--- src/rtl/ultra_sonic_pkg.sv ---
// Shared constants and state encoding for the ultrasonic driver and its echo emulator.
// Cycle counts assume a 50 MHz clock.
package ultra_sonic_pkg;

  typedef enum logic [2:0] {
    ST_IDLE      = 3'd0,
    ST_ARMWAIT   = 3'd1,
    ST_TRIG_HIGH = 3'd2,
    ST_BURST     = 3'd3,
    ST_ECHO      = 3'd4
  } echo_gen_state_t;

  localparam int CYCLES_PER_US          = 32'd50;
  localparam int TRIG_MIN_CYCLES_DEF    = 32'd10 * CYCLES_PER_US;
  localparam int BURST_DELAY_CYCLES_DEF = 32'd200 * CYCLES_PER_US;
  localparam int TIMEOUT_CYCLES_DEF     = 32'd38000 * CYCLES_PER_US;

endpackage

--- src/rtl/ultra_sonic_echo_gen_sync_2ff.sv ---
// 1-bit two-flop synchronizer for the asynchronous trigger pin; both flops reset to 0.
module sync_2ff (
  input  logic clk,
  input  logic reset_l,
  input  logic d,
  output logic q
);

  logic meta_q;
  logic sync_q;

  // Two-stage capture of the asynchronous input.
  always_ff @(posedge clk or negedge reset_l) begin
    if (!reset_l) begin
      meta_q <= 1'b0;
      sync_q <= 1'b0;
    end else begin
      meta_q <= d;
      sync_q <= meta_q;
    end
  end

  assign q = sync_q;

endmodule

--- src/rtl/ultra_sonic_echo_gen.sv ---
// Sensor-side emulation of the ultrasonic trigger/echo protocol: qualifies a trigger
// pulse, waits the burst delay, then drives echo for the programmed length.
module ultra_sonic_echo_gen
  import ultra_sonic_pkg::*;
#(
  parameter int COUNT_WIDTH        = 32'd32,
  parameter int TRIG_MIN_CYCLES    = TRIG_MIN_CYCLES_DEF,
  parameter int BURST_DELAY_CYCLES = BURST_DELAY_CYCLES_DEF,
  parameter int TIMEOUT_CYCLES     = TIMEOUT_CYCLES_DEF
) (
  input  logic        clk,
  input  logic        reset_l,
  input  logic [31:0] write_data,
  input  logic        write_valid,
  input  logic        trigger,
  output logic        echo,
  output logic        busy,
  output logic        trig_reject,
  output logic [15:0] pulse_count
);

  localparam int TW = $clog2(TRIG_MIN_CYCLES + 1);
  localparam int BW = $clog2(BURST_DELAY_CYCLES + 1);
  localparam logic [TW-1:0]          TRIG_MIN    = TW'(TRIG_MIN_CYCLES);
  localparam logic [BW-1:0]          BURST_LAST  = BW'(BURST_DELAY_CYCLES - 1);
  localparam logic [COUNT_WIDTH-1:0] TIMEOUT_LEN = COUNT_WIDTH'(TIMEOUT_CYCLES);

  logic                   trig_s;
  logic                   trig_rise_s;
  logic [COUNT_WIDTH-1:0] echo_last_s;
  logic [COUNT_WIDTH-1:0] wr_len_s;

  echo_gen_state_t        state_q, state_d;
  logic                   trig_prev_q, trig_prev_d;
  logic [TW-1:0]          trig_cnt_q, trig_cnt_d;
  logic [BW-1:0]          burst_cnt_q, burst_cnt_d;
  logic [COUNT_WIDTH-1:0] echo_cnt_q, echo_cnt_d;
  logic [COUNT_WIDTH-1:0] pending_q, pending_d;
  logic [COUNT_WIDTH-1:0] active_q, active_d;
  logic                   echo_q, echo_d;
  logic                   busy_q, busy_d;
  logic                   trig_reject_q, trig_reject_d;
  logic [15:0]            pulse_count_q, pulse_count_d;

  sync_2ff u_sync (
    .clk     (clk),
    .reset_l (reset_l),
    .d       (trigger),
    .q       (trig_s)
  );

  assign trig_rise_s = trig_s & ~trig_prev_q;
  assign wr_len_s    = write_data[COUNT_WIDTH-1:0];
  // Last echo cycle index; a zero length means "no object" and uses the timeout width.
  assign echo_last_s = ((active_q == '0) ? TIMEOUT_LEN : active_q) - COUNT_WIDTH'(1);

  // Next-state, counter and length-register logic.
  always_comb begin
    state_d       = state_q;
    trig_prev_d   = trig_s;
    trig_cnt_d    = trig_cnt_q;
    burst_cnt_d   = burst_cnt_q;
    echo_cnt_d    = echo_cnt_q;
    active_d      = active_q;
    pulse_count_d = pulse_count_q;
    trig_reject_d = 1'b0;
    if (write_valid) begin
      pending_d = wr_len_s;
    end else begin
      pending_d = pending_q;
    end

    case (state_q)
      ST_IDLE: begin
        if (trig_rise_s) begin
          state_d    = ST_TRIG_HIGH;
          trig_cnt_d = TW'(1);
        end else begin
          state_d = ST_IDLE;
        end
      end
      ST_TRIG_HIGH: begin
        if (trig_s) begin
          trig_cnt_d = (trig_cnt_q < TRIG_MIN) ? trig_cnt_q + TW'(1) : trig_cnt_q;
        end else if (trig_cnt_q >= TRIG_MIN) begin
          state_d     = ST_BURST;
          burst_cnt_d = '0;
          active_d    = write_valid ? wr_len_s : pending_q;
        end else begin
          state_d       = ST_IDLE;
          trig_reject_d = 1'b1;
        end
      end
      ST_BURST: begin
        if (burst_cnt_q == BURST_LAST) begin
          state_d    = ST_ECHO;
          echo_cnt_d = '0;
        end else begin
          burst_cnt_d = burst_cnt_q + BW'(1);
        end
      end
      ST_ECHO: begin
        // A trigger still high here must be released before a new one can count.
        if (echo_cnt_q == echo_last_s) begin
          state_d       = trig_s ? ST_ARMWAIT : ST_IDLE;
          pulse_count_d = pulse_count_q + 16'd1;
        end else begin
          echo_cnt_d = echo_cnt_q + COUNT_WIDTH'(1);
        end
      end
      ST_ARMWAIT: begin
        if (!trig_s) begin
          state_d = ST_IDLE;
        end else begin
          state_d = ST_ARMWAIT;
        end
      end
      default: begin
        state_d = ST_IDLE;
      end
    endcase

    busy_d = (state_d == ST_BURST) || (state_d == ST_ECHO);
    echo_d = (state_d == ST_ECHO);
  end

  // State, counters, length registers and registered outputs.
  always_ff @(posedge clk or negedge reset_l) begin
    if (!reset_l) begin
      state_q       <= ST_IDLE;
      trig_prev_q   <= 1'b0;
      trig_cnt_q    <= '0;
      burst_cnt_q   <= '0;
      echo_cnt_q    <= '0;
      pending_q     <= '0;
      active_q      <= '0;
      echo_q        <= 1'b0;
      busy_q        <= 1'b0;
      trig_reject_q <= 1'b0;
      pulse_count_q <= 16'd0;
    end else begin
      state_q       <= state_d;
      trig_prev_q   <= trig_prev_d;
      trig_cnt_q    <= trig_cnt_d;
      burst_cnt_q   <= burst_cnt_d;
      echo_cnt_q    <= echo_cnt_d;
      pending_q     <= pending_d;
      active_q      <= active_d;
      echo_q        <= echo_d;
      busy_q        <= busy_d;
      trig_reject_q <= trig_reject_d;
      pulse_count_q <= pulse_count_d;
    end
  end

  assign echo        = echo_q;
  assign busy        = busy_q;
  assign trig_reject = trig_reject_q;
  assign pulse_count = pulse_count_q;

endmodule

--- config.mk ---
export PLATFORM = sky130hd
export DESIGN_NAME = ultra_sonic_echo_gen
export DESIGN_NICKNAME = d
export VERILOG_FILES = /design/src/rtl/ultra_sonic_pkg.sv /design/src/rtl/ultra_sonic_echo_gen_sync_2ff.sv /design/src/rtl/ultra_sonic_echo_gen.sv
export SDC_FILE = /design/constraint.sdc
export NUM_CORES = 1
export LEC_CHECK = 0
export CAP_MARGIN = 10
export CORE_MARGIN = 2
export CORE_UTILIZATION = 45
export DETAILED_ROUTE_END_ITERATION = 10
export GPL_TIMING_DRIVEN = 0
export PLACE_DENSITY = 0.68
export REMOVE_ABC_BUFFERS = 1
export SLEW_MARGIN = 20
export SYNTH_ARGS = -nofsm -noshare
export SYNTH_HDL_FRONTEND = slang
export SYNTH_SLANG_ARGS = --single-unit
--- constraint.sdc ---
create_clock -name clk -period 8.93 [get_ports clk]
set_input_delay 1.3395 -clock clk [delete_from_list [all_inputs] [get_ports clk]]
set_output_delay 1.3395 -clock clk [all_outputs]
set_load 0.005 [all_outputs]
==> impl_metrics.env, run 1 <==
export IMPL_mostFrequentLayoutCell="dfrtp_1"
export IMPL_fin_worst_skew_ns=0.01202
export IMPL_netlist_area_leader_share_pct=45.46
export IMPL_nets=856
export IMPL_numCtsBuffers=17
export IMPL_finalWirelength_mm=16.48
export IMPL_dp_cells=1020
export IMPL_ant_nets=0
export IMPL_cts_root_buf="clkbuf_16"
export IMPL_worst_pin_slew_ns=1.027
export IMPL_ys_seq_area_share_pct=45.46
export IMPL_grt_use_met3_pct=3.815
export IMPL_grt_pass1_vias=5676
export IMPL_drive_gt1_share_pct=14.75
export IMPL_async_flop_share_pct=100.0
export IMPL_antenna_cells=0
export IMPL_cts_clk_slew_worst_paths_ns=0.07
export IMPL_die_h_um=136.7
export IMPL_p_total_uw=1463
export IMPL_fin_cells=1052
export IMPL_final_util_pct=53.55
export IMPL_antenna_found_initial=0
export IMPL_use_met1_pct=25.22
export IMPL_grt_max_degree=99
export IMPL_vias=6042
export IMPL_grt_pass1_wl_mm=27.65
export IMPL_place_congestion=0.9072
export IMPL_synth_edf_count=0
export IMPL_placementRows=48
export IMPL_postCtsHoldBufs=0
export IMPL_yosys_cell_types_count=68
export IMPL_setup_viol=0
export IMPL_crit_required_ns=9.24
export IMPL_syn_avg_cell_area_um2=10.24
export IMPL_drc=0
export IMPL_cts_resized=0
export IMPL_fp_dieW_um=136.7
export IMPL_layout_common_cells="dfrtp_1 (144), mux2_2 (62), nand2_1 (60), clkdlybuf4s50_1 (52), nor2_1 (45)"
export IMPL_grt_met2_usage_pct=29.28
export IMPL_core_area_um2=17240
export IMPL_syn_cell_area_um2=7926
export IMPL_period_needed_ns=4.565
export IMPL_cts_tree="done"
export IMPL_hpwl_mm=11.54
export IMPL_p_leak_uw=0.003926
export IMPL_hold_viol_final=0
export IMPL_cap_violations=0
export IMPL_ys_dominant_reg_cell="dfrtp_1"
export IMPL_first_pass_iters=5
export IMPL_hold_class="reg -> reg"
export IMPL_end_kind="flip-flop"
export IMPL_crit_buf_inv=1
export IMPL_vdd_drop_max_mv=0.1331
export IMPL_port_buffers=54
export IMPL_top_usage_layer="met2"
export IMPL_netlist_instances=774
export IMPL_die_area_um2=18690
export IMPL_synth_largest_area_cell="dfrtp_1"
export IMPL_clkLatencyLatePin_ns=0.43
export IMPL_wl_per_cell_um=15.67
export IMPL_clkSinkCount=144
export IMPL_overflow=0
export IMPL_post_cts_buffers=0
export IMPL_slew_viol_final=0
export IMPL_fin_crit_sh_pct=51.12
export IMPL_ys_ff_latch=144
export IMPL_slowest_delay_ns=0.81
export IMPL_cp_arrival_ns=4.87
export IMPL_yosys_top_cells_area="dfrtp_1 (45%), mux2_2 (8.8%), xnor2_1 (4.5%)"
export IMPL_power_density_nw_per_um2=158.5
export IMPL_via_per_inst=5.743
export IMPL_fmax_mhz=219.1
export IMPL_critPathTopFamily="simple AND/OR/NAND/NOR gates"
export IMPL_crit_path_cell_trace="inv_1 > ha_1 > or4b_4 > nor4_2 > nand4b_1 > or4_1 > a22o_1 > or4_4 > nor2_1 > nand2_1 > mux2_2"
export IMPL_fillers=1579
export IMPL_cp_start_kind="flip-flop"
export IMPL_htree_levels=4
export IMPL_finalSetupTns_ns=0
export IMPL_dp_worst_setup_slack_ns=4.384
export IMPL_start_util_pct=45.99
export IMPL_crit_path_max_fanout=15
export IMPL_status="completed"
export IMPL_crit_type="reg -> reg"
export IMPL_area_delta_synth_final_pct=16.45
export IMPL_setup_ws_ns=4.365
export IMPL_pin_count=55
export IMPL_track_usage_pct=18.60
export IMPL_clockBufferDepth=2
export IMPL_maxSlewHeadroom_pct=31.27
export IMPL_drt_iter0_drc=380
export IMPL_yosysWarnings=0
export IMPL_rsz0062_at_grt="false"
export IMPL_crit_path_top_delay_cell="nor2_1"
[flip-flops by register name (all words and copies together) (netlist names), 3 cells and up]
register and cells:
state_q 3, pending_q 32, burst_cnt_q 14, active_q 32, echo_cnt_q 32, trig_cnt_q 9
pulse_count 16
[layer usage]
metal	share of wire (%)	vias to the layer above
met1	48	2941
met2	46	122
met4	2.0	0
met3	4.0	28
met5	0	-
li1	-	2951
[metrics by stage]
step           instance area [µm²]  hold slack, ns
4_1_cts                       9230          0.3708
2_1_floorplan                 7709          0.3312
3_5_place_dp                  8630          0.3510
6_report                      9230          0.3648
3_3_place_gp                  8531          0.3349
5_1_grt                       9230          0.3860
[worst paths after layout]
path / from / end / slack, ns / cells after the start
worst max-delay path: active_q[0] / pulse_count[1] / 4.37 / 11
worst min-delay path: u_sync.meta_q / u_sync.q / 0.36 / 0
worst max register to register: active_q[0] / pulse_count[1] / 4.37 / 11
worst min register to register: u_sync.meta_q / u_sync.q / 0.36 / 0
max in group asynchronous: reset_l / pending_q[3] / 7.32 / 2
min in group asynchronous: reset_l / trig_cnt_q[5] / 0.79 / 1
[final cells by class]
type | count | area, µm² | area share, %
Multi-Input combinational cell | 582 | 4078 | 44.18
Sequential cell | 144 | 3603 | 39.04
Timing Repair Buffer | 60 | 633.1 | 6.859
Clock buffer | 17 | 425.4 | 4.609
Tap cell | 225 | 281.5 | 3.050
Clock inverter | 15 | 175.2 | 1.898
Inverter | 9 | 33.78 | 0.3660
[logic make-up after synthesis]
| logic type | after synthesis | synth area share (%) |
|---|---|---|
| mux | 70 | 9.819 |
| buf+inv | 48 | 3.173 |
| simple gates | 316 | 22.83 |
| fa+ha+maj | 6 | 0.9471 |
| xor+xnor | 64 | 7.072 |
| flops | 144 | 45.46 |
| compound gates | 126 | 10.70 |
[power by group]
part           leakage, µW  switching [µW]  total, µW  internal (µW)
combinational      0.00173            29.3       62.1           32.8
clock             0.000291             303        722            420
sequential         0.00191            8.08        679            670
[synth_stat cells (12+ instances only)]
cell      number
dfrtp_1      144
mux2_2        62
and3_1        21
nand4_1       20
clkbuf_1      22
nand3_1       31
o21ai_0       22
nand2_1       60
nand2b_1      12
or3_1         21
a21oi_1       28
xnor2_1       41
nor2_1        45
nor3_1        21
xor2_1        23
or4_1         18
(Power assumes the default switching activity.)
==> run 2: changes to the inputs <==
clock period = 4.4 ns   (was 8.93 ns; I/O delays follow)
==> impl_metrics.env, run 2 (synthesis results as in run 1) <==
export IMPL_postCtsHoldBufs=0
export IMPL_r2r_start="active_q[0]"
export IMPL_finalWirelength_mm=16.46
export IMPL_reg2reg_setup_slack_ns=0.17
export IMPL_vias=6007
export IMPL_seq_area_um2=3603
export IMPL_crit_required_ns=4.71
export IMPL_reg_largest_list="active_q (32), echo_cnt_q (32), pending_q (32)"
export IMPL_fillers=1576
export IMPL_die_area_um2=18690
export IMPL_cap_violations=0
export IMPL_nets=858
export IMPL_fin_crit_sh_pct=96.21
export IMPL_status="completed"
export IMPL_drt_iter0_drc=363
export IMPL_grt_use_met3_pct=3.815
export IMPL_grt_pass1_vias=5700
export IMPL_port_buffers=54
export IMPL_use_met1_pct=25.32
export IMPL_clockBufferDepth=2
export IMPL_antenna_found_initial=0
export IMPL_start_util_pct=45.99
export IMPL_crit_type="reg -> reg"
export IMPL_htree_levels=4
export IMPL_fin_cells=1054
export IMPL_first_pass_iters=5
export IMPL_slew_viol_final=0
export IMPL_r2r_cells=11
export IMPL_track_usage_pct=18.66
export IMPL_p_leak_uw=0.003938
export IMPL_cts_root_buf="clkbuf_16"
export IMPL_multi_input_area_um2=4084
export IMPL_place_congestion=0.9072
export IMPL_end_kind="flip-flop"
export IMPL_period_needed_ns=4.233
export IMPL_grt_pass1_wl_mm=27.74
export IMPL_setup_viol=0
export IMPL_placementRows=48
export IMPL_layout_common_cells="dfrtp_1 (144), mux2_2 (62), nand2_1 (60), clkdlybuf4s50_1 (52), nor2_1 (44)"
export IMPL_clkLatencyLatePin_ns=0.43
export IMPL_numCtsBuffers=17
export IMPL_final_util_pct=53.67
export IMPL_worst_pin_slew_ns=0.9377
export IMPL_r2r_end="pulse_count[1]"
export IMPL_hold_viol_final=0
export IMPL_antenna_cells=0
export IMPL_wl_per_cell_um=15.61
export IMPL_cp_start_kind="flip-flop"
export IMPL_area_delta_synth_final_pct=16.72
export IMPL_pin_count=55
export IMPL_fmax_mhz=236.2
export IMPL_drc=0
export IMPL_vdd_drop_max_mv=0.2717
export IMPL_crit_path_max_fanout=15
export IMPL_maxSlewHeadroom_pct=37.34
export IMPL_top_usage_layer="met2"
export IMPL_hpwl_mm=11.54
export IMPL_die_h_um=136.7
export IMPL_fp_dieW_um=136.7
export IMPL_clkSinkCount=144
export IMPL_grt_max_degree=99
export IMPL_cp_arrival_ns=4.54
export IMPL_rsz0062_at_grt="true"
export IMPL_cts_clk_slew_worst_paths_ns=0.07
export IMPL_overflow=0
export IMPL_finalSetupTns_ns=0
export IMPL_cts_tree="done"
export IMPL_power_density_nw_per_um2=321.2
export IMPL_mostFrequentLayoutCell="dfrtp_1"
export IMPL_ant_nets=0
export IMPL_drive_gt1_share_pct=15.20
export IMPL_grt_met2_usage_pct=29.39
export IMPL_fin_worst_skew_ns=0.01309
export IMPL_hold_class="in -> async"
export IMPL_core_area_um2=17240
export IMPL_dp_cells=1020
export IMPL_via_per_inst=5.699
==> run 2: changes by cell type in the layout (fill, tap and decap cells not counted), sizes merged <==
cell	before	now
buf	8	10
==> run 2: worst max-delay path by stage <==
stage,start,end
after floorplan,active_q[0],echo_cnt_q[21]
after global placement,reset_l,active_q[24]
after detailed placement,active_q[0],pulse_count[1]
after CTS,active_q[0],pulse_count[1]
after global routing,active_q[0],pulse_count[1]
final,active_q[0],pulse_count[1]
==> run 2: area by class of cell <==
type                    instances  area share (%)
multi-input cells             582           44.14
flip-flops and latches        144           38.95
repair buffers                 62           7.006
clock buffers                  17           4.598
well taps                     225           3.043
clock inverters                15           1.893
inverters                       9          0.3652
==> run 2: timing repair <==
action | 4_1_cts | 5_1_grt
gates cloned | 0 | 0
resized for setup | 1 | 2
setup endpoints to repair | 10 | 36
pin swaps | 1 | 1
buffers inserted | 2 | 0
==> run 2: through the flow <==
| step | setup slack (ns) | instance area, µm² | hold WS [ns] | total power [µW] |
|---|---|---|---|---|
| after floorplan | -0.2237 | 7709 | 0.3312 | 1452 |
| after global placement | -3.114 | 8531 | 0.3349 | 1526 |
| after detailed placement | -0.1463 | 8630 | 0.3510 | 1533 |
| after CTS | 0.1404 | 9248 | 0.1242 | 3003 |
| after global routing | -0.04756 | 9251 | 0.1347 | 3074 |
| final | 0.1666 | 9251 | 0.1131 | 2972 |
==> run 2: routing by layer <==
metal,part of all wire (%),wire length [µm],vias up
li1,-,-,2956
met1,49,8045,2909
met2,45,7475,114
met3,3.7,601,28
met4,2.0,333,0
met5,0,0,-
==> run 2: report_power, final <==
| group | switching (µW) | internal (µW) | total (µW) |
|---|---|---|---|
| combinational | 59.6 | 66.6 | 126 |
| sequential | 16.4 | 1360 | 1380 |
| clock | 616 | 852 | 1470 |
==> run 2: worst max-delay path, cell delays in order, from the launching register on <==
cell and delay (ns):
dfrtp_1 0.43, inv_1 0.10, ha_1 0.24, or4b_4 0.52
nor4_2 0.29, nand4b_1 0.24, or4_1 0.44, a22o_1 0.26
or4_4 0.56, nor2_2 0.53, nand2_1 0.20, mux2_2 0.31
